## config.mk

```make
export PLATFORM = sky130hd
export DESIGN_NAME = pg_fault_ctrl_flat
export DESIGN_NICKNAME = d
export VERILOG_FILES = /design/src/rtl/pg_fault_ctrl_if.sv /design/src/rtl/pg_fault_ctrl.sv /design/src/flat_wrapper.sv
export SDC_FILE = /design/constraint.sdc
export NUM_CORES = 1
export LEC_CHECK = 0
export ABC_AREA = 1
export BUFFER_PORTS_ARGS = -buffer_cell sky130_fd_sc_hd__clkbuf_2
export CAP_MARGIN = 40
export CORE_MARGIN = 1
export CORE_UTILIZATION = 35
export DETAILED_ROUTE_END_ITERATION = 8
export GPL_ROUTABILITY_DRIVEN = 0
export SLEW_MARGIN = 20
export SYNTH_ARGS = -nofsm -noshare
export SYNTH_HDL_FRONTEND = slang
export SYNTH_SLANG_ARGS = --single-unit
```

## constraint.sdc

```tcl
create_clock -name clk -period 2.3 [get_ports clk]
set_clock_uncertainty 0.15 [all_clocks]
set_input_delay 0.345 -clock clk [delete_from_list [all_inputs] [get_ports clk]]
set_output_delay 0.345 -clock clk [all_outputs]
set_load 0.02 [all_outputs]
```

## src/rtl/pg_fault_ctrl_if.sv

```systemverilog
// Request/release handshake and fault broadcast bundle for the mesh power-gating controller.
// NODES must equal MESH_X*MESH_Y of the attached controller.
interface pg_fault_ctrl_if #(
  parameter int NODES = 64
);
  logic             req_valid;
  logic [5:0]       req_node;
  logic             req_ready;
  logic             rel_req;
  logic             net_idle;
  logic             pg_en;
  logic [5:0]       pg_node;
  logic [NODES-1:0] node_clk_en;
  logic             busy;
  logic             err_badnode;

  modport master (
    output req_valid, req_node, rel_req, net_idle,
    input  req_ready, pg_en, pg_node, node_clk_en, busy, err_badnode
  );

  modport slave (
    input  req_valid, req_node, rel_req, net_idle,
    output req_ready, pg_en, pg_node, node_clk_en, busy, err_badnode
  );
endinterface

```

## src/rtl/pg_fault_ctrl.sv

```systemverilog
// Mesh power-gating controller: drains the network, gates one router's clock, broadcasts
// the fault on pg_en/pg_node, and restores the node with a settle period on release.
module pg_fault_ctrl #(
  parameter int MESH_X        = 8,
  parameter int MESH_Y        = 8,
  parameter int DRAIN_CYCLES  = 16,
  parameter int SETTLE_CYCLES = 4
) (
  input  logic         clk,
  input  logic         rst,
  pg_fault_ctrl_if.slave bus
);

  localparam int NODES   = MESH_X * MESH_Y;
  localparam int CNT_MAX = (DRAIN_CYCLES > SETTLE_CYCLES) ? DRAIN_CYCLES : SETTLE_CYCLES;
  localparam int CNT_W   = $clog2(CNT_MAX + 1);

  typedef enum logic [1:0] {
    ST_IDLE    = 2'd0,
    ST_DRAIN   = 2'd1,
    ST_GATED   = 2'd2,
    ST_RELEASE = 2'd3
  } state_t;

  state_t           state_q;
  logic [CNT_W-1:0] cnt_q;
  logic             pg_en_q;
  logic [5:0]       pg_node_q;
  logic [NODES-1:0] clk_en_q;
  logic             err_q;

  logic             req_bad;
  logic [6:0]       node_idx;
  logic [NODES-1:0] node_sel;

  // 4-bit compare so that a full 8-wide mesh accepts every 3-bit coordinate.
  assign req_bad = ({1'b0, bus.req_node[2:0]} >= 4'(MESH_X)) ||
                   ({1'b0, bus.req_node[5:3]} >= 4'(MESH_Y));

  assign node_idx = 7'(pg_node_q[5:3]) * 7'(MESH_X) + 7'(pg_node_q[2:0]);

  // One-hot mask of the latched node; avoids a variable bit-select on the enable vector.
  generate
    for (genvar gi = 0; gi < NODES; gi++) begin : g_sel
      assign node_sel[gi] = (node_idx == 7'(gi));
    end
  endgenerate

  always_ff @(posedge clk or posedge rst) begin
    if (rst) begin
      state_q   <= ST_IDLE;
      cnt_q     <= '0;
      pg_en_q   <= 1'b0;
      pg_node_q <= '0;
      clk_en_q  <= '1;
      err_q     <= 1'b0;
    end else begin
      err_q <= 1'b0;
      case (state_q)
        ST_IDLE: begin
          if (bus.req_valid) begin
            if (req_bad) begin
              err_q <= 1'b1;
            end else begin
              pg_node_q <= bus.req_node;
              cnt_q     <= CNT_W'(DRAIN_CYCLES);
              state_q   <= ST_DRAIN;
            end
          end
        end

        ST_DRAIN: begin
          if (bus.rel_req) begin
            state_q <= ST_IDLE;
          end else if (!bus.net_idle) begin
            cnt_q <= CNT_W'(DRAIN_CYCLES);
          end else begin
            if (cnt_q != '0) cnt_q <= cnt_q - CNT_W'(1);
            if (cnt_q <= CNT_W'(1)) begin
              pg_en_q  <= 1'b1;
              clk_en_q <= clk_en_q & ~node_sel;
              state_q  <= ST_GATED;
            end
          end
        end

        ST_GATED: begin
          if (bus.rel_req) begin
            clk_en_q <= clk_en_q | node_sel;
            cnt_q    <= CNT_W'(SETTLE_CYCLES);
            state_q  <= ST_RELEASE;
          end
        end

        ST_RELEASE: begin
          if (cnt_q != '0) cnt_q <= cnt_q - CNT_W'(1);
          if (cnt_q <= CNT_W'(1)) begin
            pg_en_q <= 1'b0;
            state_q <= ST_IDLE;
          end
        end

        default: state_q <= ST_IDLE;
      endcase
    end
  end

  assign bus.req_ready   = (state_q == ST_IDLE);
  assign bus.busy        = (state_q != ST_IDLE);
  assign bus.pg_en       = pg_en_q;
  assign bus.pg_node     = pg_node_q;
  assign bus.node_clk_en = clk_en_q;
  assign bus.err_badnode = err_q;

endmodule

```

## src/flat_wrapper.sv

```systemverilog
// flat-port wrapper written by rule: the top's interface ports become plain ports
module pg_fault_ctrl_flat 
#(
  parameter int MESH_X        = 8,
  parameter int MESH_Y        = 8,
  parameter int DRAIN_CYCLES  = 16,
  parameter int SETTLE_CYCLES = 4
)
  (clk, rst, bus_req_valid, bus_req_node, bus_rel_req, bus_net_idle, bus_req_ready, bus_pg_en, bus_pg_node, bus_node_clk_en, bus_busy, bus_err_badnode);
  pg_fault_ctrl_if #(.NODES(64)) bus_i ();
  input  logic clk;
  input  logic rst;
  input wire logic [$bits(bus_i.req_valid)-1:0] bus_req_valid;
  input wire logic [$bits(bus_i.req_node)-1:0] bus_req_node;
  input wire logic [$bits(bus_i.rel_req)-1:0] bus_rel_req;
  input wire logic [$bits(bus_i.net_idle)-1:0] bus_net_idle;
  output wire logic [$bits(bus_i.req_ready)-1:0] bus_req_ready;
  output wire logic [$bits(bus_i.pg_en)-1:0] bus_pg_en;
  output wire logic [$bits(bus_i.pg_node)-1:0] bus_pg_node;
  output wire logic [$bits(bus_i.node_clk_en)-1:0] bus_node_clk_en;
  output wire logic [$bits(bus_i.busy)-1:0] bus_busy;
  output wire logic [$bits(bus_i.err_badnode)-1:0] bus_err_badnode;
  assign bus_i.req_valid = bus_req_valid;
  assign bus_i.req_node = bus_req_node;
  assign bus_i.rel_req = bus_rel_req;
  assign bus_i.net_idle = bus_net_idle;
  assign bus_req_ready = bus_i.req_ready;
  assign bus_pg_en = bus_i.pg_en;
  assign bus_pg_node = bus_i.pg_node;
  assign bus_node_clk_en = bus_i.node_clk_en;
  assign bus_busy = bus_i.busy;
  assign bus_err_badnode = bus_i.err_badnode;
  pg_fault_ctrl #(.MESH_X(MESH_X), .MESH_Y(MESH_Y), .DRAIN_CYCLES(DRAIN_CYCLES), .SETTLE_CYCLES(SETTLE_CYCLES)) u_core (.clk(clk), .rst(rst), .bus(bus_i));
endmodule
```

# Word-level counts from Yosys, hierarchy flattened
# Index checks and enable logic that the tools add are counted.
[word_totals]
register_bits = 78
input_bits = 11
output_inout_bits = 74
word_cells = 119
[classes]
addsub = 2
n_lt_le_gt_ge = 1
eq_ne = 74
muxes = 23
bitwise = 3
n_reduce_logical = 11
[op_table]
columns = ["cell", "count"]
rows = [
  ["64-bit 2-to-1 mux", 4],
  ["7-bit by 6-bit == test with 1-bit output (second input constant)", 32],
  ["64-bit case mux with 2 select lines", 1],
  ["7-bit by 5-bit == test with 1-bit output (second input constant)", 16],
  ["64-bit AND", 1],
  ["64-bit inverter", 1],
  ["64-bit OR", 1],
  ["7-bit by 4-bit == test with 1-bit output (second input constant)", 8],
  ["7-bit by 3-bit == test with 1-bit output (second input constant)", 4],
  ["5-bit 2-to-1 mux", 5],
  ["5-bit case mux with 4 select lines", 1],
  ["5-bit AND reduction", 3],
  ["7-bit by 2-bit == test with 1-bit output (second input constant)", 2],
  ["2-bit 2-to-1 mux", 6],
  ["2-bit inequality test (second input constant)", 4],
  ["2-bit case mux with 4 select lines", 1],
  ["6-bit by 3-bit adder with 7-bit output", 1],
  ["7-bit by 1-bit == test with 1-bit output (second input constant)", 1],
  ["7-bit logical NOT", 1],
  ["2-bit nonzero test", 3],
  ["5-bit by 1-bit <= comparator with 1-bit output (second input constant)", 1],
  ["5-bit nonzero test", 1],
  ["5-bit by 1-bit subtractor with 5-bit output (second input constant)", 1],
  ["2-bit == test (second input constant)", 2],
  ["9 further kinds", 13],
]

# Longest topological paths before layout
# Gate-level depths: netlist of run 1.
[depth]
ltp_word = 8
depth_mapped = 10
depth_no_buf = 10

# Worst setup path before layout of run 1
# No wires, ideal clock.
[synth_timing]
kind = "register to register"
start = "reg u_core.state_q[0]"
end = "reg u_core.cnt_q[1]"
setup_time_ps = 120
t_arrival_ps = 1354
required_ps = 2030
path_slack_ps = 676
stages_incl_launch_ff = 7
path_buffers = 0
period_less_slack_ps = 1624
cell_sequence = "dfrtp_1 -> nor2_1 -> nand2_1 -> nand3_2 -> nor2_2 -> o21ai_0 -> nor2_1"
[synth_via]
elab_chain_cells = 3
elab_cells_between_ends = 9
classes_between = "eq/ne: 6; mux: 1; reduce/logical: 2"
[synth_lines]
columns = ["item", "line", "source"]
rows = [
  ["start, declared", "pg_fault_ctrl.sv:25", "state_t state_q;"],
  ["start signal, assigned", "pg_fault_ctrl.sv:51", "state_q <= ST_IDLE;"],
  ["start signal, assigned", "pg_fault_ctrl.sv:67", "state_q <= ST_DRAIN;"],
  ["start signal, assigned", "pg_fault_ctrl.sv:74", "state_q <= ST_IDLE;"],
  ["2-bit logical NOT (*)", "n/a", ""],
  ["via bus_req_ready", "flat_wrapper.sv:17", "output wire logic [$bits(bus_i.req_ready)-1:0] bus_req_ready;"],
  ["2-bit inequality test (no line)", "n/a", ""],
  ["3-bit AND reduction (no line)", "n/a", ""],
  ["end signal, assigned", "pg_fault_ctrl.sv:66", "cnt_q <= CNT_W'(DRAIN_CYCLES);"],
  ["end signal, assigned", "pg_fault_ctrl.sv:76", "cnt_q <= CNT_W'(DRAIN_CYCLES);"],
  ["end signal, assigned", "pg_fault_ctrl.sv:78", "if (cnt_q != '0) cnt_q <= cnt_q - CNT_W'(1);"],
  ["end, declared", "pg_fault_ctrl.sv:26", "logic [CNT_W-1:0] cnt_q;"],
]
# Mark *: on every way through the listed nets, which the timed path passes. The rest lies on a longest branch.
# A chain may end at the register's enable or synchronous reset.

==> flow_summary.ini, run 1 <==
[grt]
pin_count_of_the_biggest_net_entering_global_routing = 79
first_global_vias = 3374
globalRouteTotalUtil = 0.190
antenna_violations_before_repair = 0
grt_first_pass_wirelength_um = 17100
sum_of_overflow_across_all_layers_after_global_routing = 0

[synth]
synth.top_cell.area_share = 0.424
synth_fp_nets = 504
syn_avg_cell_area_um2 = 8.09
syn-cell-area_um2 = 3960
yosys_warnings = 0
synth.top_cells.by_area = sky130_fd_sc_hd__dfstp_2 42%, sky130_fd_sc_hd__nand2_1 10%, sky130_fd_sc_hd__nand3_1 9.2%
post_synth_num_cell_types = 26
register_bit_count_reported_by_yosys = 78
ys_seq_area_frac = 0.513
synthDominantAreaCellType = sky130_fd_sc_hd__dfstp_2
netlist_instances = 490

[timing]
slew_headroom = 0.550
grt_setup_unrepaired = no
final-hold-violation-count = 0
timing.final.ws_setup_ns = 0.446
period_share = 0.806
setup-violations-final = 0
setup-tns-final_ns = 0
timing_worst_slew_pin_value_ns = 0.674
final-max-slew-violation-count = 0
hold_ws_ns = 0.118
period_needed_ns = 1.85
fmax_mhz = 539

[clocking]
cts.sink_count = 78
clockRootBuffer = sky130_fd_sc_hd__clkbuf_16
cts-buffers-inserted = 9
clock_tree.buffer_depth = 2
clock_insertion_delay_worst_skew_ns = 0.33
cts.reportedPaths.clkPinSlew_ns = 0.06
post_cts_resized = 0
cts_tree = built
cts-htree-levels = 3

[floorplanning]
floorplan.initialDensity = 0.362
row_cnt = 38
dieArea_um2 = 11800
fp.dieW_um = 108
placeableCoreArea_um2 = 10900
floorplan.io_pins = 85
dieHeight_um = 108

[power_and_ir_drop]
power.switching_fraction = 0.455
power_frac_seq = 0.349
pwr_density_cell_nw_per_um2 = 1250
int_pwr_mw = 3.21
p_comb_frac = 0.431
power.ir.vdd_worst_mv = 0.612
post-layout-total-power_mw = 5.90
leakage_nw = 1.93
net-switching-power_mw = 2.69
clock_power_share = 0.219

[detailed_routing]
drt.antenna.violating_nets = 0
detailedRoute.firstIterationViolations = 221
routedWlPerCell_um = 14.7
via_per_inst = 4.93
drc_errors = 0
detailroute.via_count = 3497
postRouteWirelength_um = 10500
drt_first_pass_iters = 5

[worst_hold_path]
worst_hold_path.endpoint = u_core.bus.pg_node[5]$_DFFE_PP0P_
min_path_cells = 3
min_path_type = input pin to flip-flop
hold_path_startpoint = bus_req_node[5]

[setup_path]
worstReg2RegStart = u_core.cnt_q[1]$_DFFE_PP0P_
cpMaxStageDelayCell = sky130_fd_sc_hd__dfrtp_1
worstPathMaxFanout = 64
rr_worst_depth = 9
worst_path_largest_cell_delay_ns = 0.38
crit_path_frequent_cell = sky130_fd_sc_hd__inv_1
worst-r2r-setup-slack_ns = 0.45
cp.required_ns = 2.40
timing_worst_setup_path_type = flip-flop to flip-flop
timing.critical_path.cells = inv_1, ha_1, inv_1, nand2_1, nand3_2, nand2_4, buf_12, nand3_1, o21ai_0
setup.worst_path.end_class = flip-flop
cp.arrival_ns = 1.95
worst_setup_start_kind = flip-flop

[layout]
final_core_utilization = 0.431
numnets_final = 578
drive_above_1_share = 0.318
design_area_um2 = 4710
layoutNonFillerInstCount = 709
mostFrequentLayoutCells = 106 x sky130_fd_sc_hd__nand2_1, 83 x sky130_fd_sc_hd__nor2_1, 83 x sky130_fd_sc_hd__clkbuf_2
num_antenna_cells = 0
layout.cells.most_common = sky130_fd_sc_hd__nand2_1
synthToLayoutAreaGrowth_pct = 18.9

[placed_design]
dpl_cell_area_um2 = 4430
preCtsSetupSlack_ns = 0.483
dp_cells = 692
hpwlAfterDp_um = 7070
io_buffer_count = 83

[flow_run]
drv_cap = 0

[run_status]
outcome = finished, final reports clean
## synth_stat cells (all sizes together)
master,instances
a21oi,9
a31oi,1
buf,16
clkbuf,9
conb,1
dfrtp,14
dfstp,64
ha,3
inv,28
nand2,109
nand3,76
nor2,86
nor3,1
o21ai,71
xnor2,1
xor2,1
## worst max-delay path, delay by kind of cell, from the launching register on
kind	cells	cell delay (ns)
AND/OR/NAND/NOR	4	0.46
AO/OA/AOI/OAI	1	0.19
flip-flops	1	0.38
buffers and inverters	3	0.40
adder cells (fa/ha/maj)	1	0.16
## worst max-delay path by stage
stage                                   from                     endpoint  slack [ns]  cells after the start
2_1_floorplan  u_core.state_q[0]$_DFFE_PP0P_  u_core.cnt_q[1]$_DFFE_PP0P_        0.68                      6
3_3_place_gp     u_core.cnt_q[1]$_DFFE_PP0P_                    flip-flop        0.58                     10
3_5_place_dp     u_core.cnt_q[1]$_DFFE_PP0P_                    flip-flop        0.48                      9
4_1_cts          u_core.cnt_q[1]$_DFFE_PP0P_                    flip-flop        0.45                      9
5_1_grt          u_core.cnt_q[1]$_DFFE_PP0P_                    flip-flop        0.27                      9
6_report         u_core.cnt_q[1]$_DFFE_PP0P_                    flip-flop        0.45                      9
## logic make-up after synthesis
kind of cell,after synthesis,share of synthesized area
flops,78,0.513
other cells,1,0.000946
xor+xnor,2,0.00442
compound gates,81,0.104
simple gates,272,0.294
buf+inv,53,0.0754
fa+ha+maj,3,0.00947
## final cells by class
| type | instances | area [um^2] |
|---|---|---|
| Sequential cell | 78 | 2030 |
| Timing Repair Buffer | 88 | 493 |
| Multi-Input combinational cell | 359 | 1640 |
| Clock buffer | 10 | 229 |
| Inverter | 28 | 109 |
| Fill cell | 1104 | 6220 |
| Tap cell | 140 | 175 |
| Clock inverter | 6 | 38.8 |
## what timing repair did
item	CTS	global route
buffers inserted	0	0
endpoints found under the setup margin	0	0
hold endpoints to repair	14	0
hold buffers	1	0
## power groups by stage
stage / clock [mW] / sequential, mW / combinational, mW
finish: 1.29 / 2.06 / 2.54
global placement: 0 / 2.07 / 2.48
global route: 1.38 / 2.10 / 2.82
detailed placement: 0 / 2.08 / 2.54
CTS: 1.32 / 2.06 / 2.55
floorplan: 0 / 2.32 / 1.74
## layer usage
metal	track usage	vias up	wire length (um)
met5	0	-	0
met4	0.0647	0	117
met3	0.0338	10	475
met2	0.309	96	5110
met1	0.256	1646	4760
li1	-	1745	-
Power figures use the tool's default switching activity.
==> run 2: changes to the inputs <==
Clock period 2.3 ns to 1.9 ns, I/O delays scaled along.
==> flow_summary.ini, run 2 (synthesized netlist as in run 1, its figures left out) <==
[layout]
numnets_final = 589
layout.cells.most_common = sky130_fd_sc_hd__nand2_1
mostFrequentLayoutCells = 106 x sky130_fd_sc_hd__nand2_1, 83 x sky130_fd_sc_hd__clkbuf_2, 82 x sky130_fd_sc_hd__nor2_1
final_core_utilization = 0.444
synthToLayoutAreaGrowth_pct = 22.4
layoutNonFillerInstCount = 720
num_antenna_cells = 0
drive_above_1_share = 0.333

[placed_design]
dp_cells = 697
hpwlAfterDp_um = 7390
io_buffer_count = 83

[flow_run]
drv_cap = 0

[floorplanning]
dieArea_um2 = 11800
floorplan.initialDensity = 0.362
placeableCoreArea_um2 = 10900
floorplan.io_pins = 85
row_cnt = 38
dieHeight_um = 108
fp.dieW_um = 108

[clocking]
clock_tree.buffer_depth = 2
cts.sink_count = 78
cts-htree-levels = 3
clockRootBuffer = sky130_fd_sc_hd__clkbuf_16
cts-buffers-inserted = 9
cts_tree = built
cts.reportedPaths.clkPinSlew_ns = 0.05
clock_insertion_delay_worst_skew_ns = 0.34

[power_and_ir_drop]
clock_power_share = 0.209
power.switching_fraction = 0.456
leakage_nw = 1.99
power.ir.vdd_worst_mv = 0.646
int_pwr_mw = 4.12
net-switching-power_mw = 3.45
pwr_density_cell_nw_per_um2 = 1560
p_comb_frac = 0.462
power_frac_seq = 0.328

[worst_hold_path]
min_path_type = input pin to flip-flop

[grt]
pin_count_of_the_biggest_net_entering_global_routing = 79
sum_of_overflow_across_all_layers_after_global_routing = 0
antenna_violations_before_repair = 0
first_global_vias = 3352
globalRouteTotalUtil = 0.195
grt_first_pass_wirelength_um = 17100

[detailed_routing]
met2RoutedLength_um = 5390
detailedRoute.firstIterationViolations = 286
routedWlPerCell_um = 15.5
dr.max_layer_used = met4
drt_first_pass_iters = 5
detailroute.via_count = 3586
met3WireLength_um = 641
m1WireLength_um = 4950
drc_errors = 0
drt.antenna.violating_nets = 0
via_per_inst = 4.98
postRouteWirelength_um = 11200

[timing]
setup-violations-final = 0
period_share = 0.929
fmax_mhz = 567
slew_headroom = 0.597
final-max-slew-violation-count = 0
timing_worst_slew_pin_value_ns = 0.603
period_needed_ns = 1.77
final-hold-violation-count = 0
grt_setup_unrepaired = no

[run_status]
outcome = finished, final reports clean

[setup_path]
setup.worst_path.end_class = output port
worst_setup_start_kind = flip-flop
worstPathMaxFanout = 4
timing_worst_setup_path_type = flip-flop to output port
cp.required_ns = 1.46
cp.arrival_ns = 1.33
## run 2: path summary, 6_finish.rpt
path | start | to | slack, ns | depth (start not counted)
worst max-delay path | u_core.state_q[0]$_DFFE_PP0P_ | bus_busy | 0.13 | 4
worst min-delay path | bus_req_node[4] | u_core.bus.pg_node[4]$_DFFE_PP0P_ | 0.05 | 3
worst max register to register | u_core.cnt_q[1]$_DFFE_PP0P_ | flip-flop | 0.15 | 9
worst min register to register | flip-flop | flip-flop | 0.32 | 2
max in group asynchronous | rst | asynchronous set/reset pin | 0.80 | 4
min in group asynchronous | rst | u_core.bus.pg_en$_DFFE_PP0P_ | 0.46 | 4
## run 2: metal layers
| layer | global-route usage | vias to the layer above |
|---|---|---|
| met5 | 0 | - |
| met2 | 0.319 | 102 |
| met4 | 0.0734 | 0 |
| met1 | 0.252 | 1680 |
| met3 | 0.0410 | 16 |
| li1 | - | 1788 |
## run 2: critical path: stages, from the launching register on
cell                       delay [ns]
sky130_fd_sc_hd__dfrtp_1         0.44
sky130_fd_sc_hd__buf_4           0.18
sky130_fd_sc_hd__nor2_2          0.18
sky130_fd_sc_hd__inv_1           0.05
sky130_fd_sc_hd__clkbuf_2        0.15
## run 2: power groups by stage
stage          registers, mW  logic, mW  clock network (mW)
2_1_floorplan           2.81       2.10                   0
3_3_place_gp            2.50       3.10                   0
3_5_place_dp            2.49       3.20                   0
4_1_cts                 2.48       3.26                1.61
5_1_grt                 2.53       3.83                1.69
6_report                2.48       3.50                1.58
## run 2: timing repair
item | 4_1_cts | 5_1_grt
pin swaps | 2 | 2
endpoints found under the setup margin | 23 | 63
hold endpoints to repair | 14 | 0
gates resized for setup | 0 | 7
setup buffers | 0 | 2
gates cloned | 1 | 3
hold buffers | 1 | 0
## run 2: cell type report
cell class | instances | area, um^2
Fill cell | 1126 | 6080
Sequential cell | 78 | 2030
Multi-Input combinational cell | 362 | 1700
Timing Repair Buffer | 96 | 571
Clock buffer | 12 | 246
Tap cell | 140 | 175
Inverter | 28 | 109
Clock inverter | 4 | 22.5
## run 2: per-stage QoR
| step | power [mW] | hold slack [ns] | instance area (um^2) | setup slack, ns | TNS (ns) |
|---|---|---|---|---|---|
| floorplan | 4.91 | 0.294 | 3970 | 0.276 | 0 |
| global route | 8.05 | 0.0586 | 4850 | 0.00173 | 0 |
| finish | 7.57 | 0.0470 | 4850 | 0.135 | 0 |
| detailed placement | 5.69 | 0.277 | 4470 | -0.0482 | -0.525 |
| global placement | 5.60 | 0.272 | 4470 | 0.0181 | 0 |
| CTS | 7.35 | 0.0411 | 4760 | -0.00371 | -0.00581 |
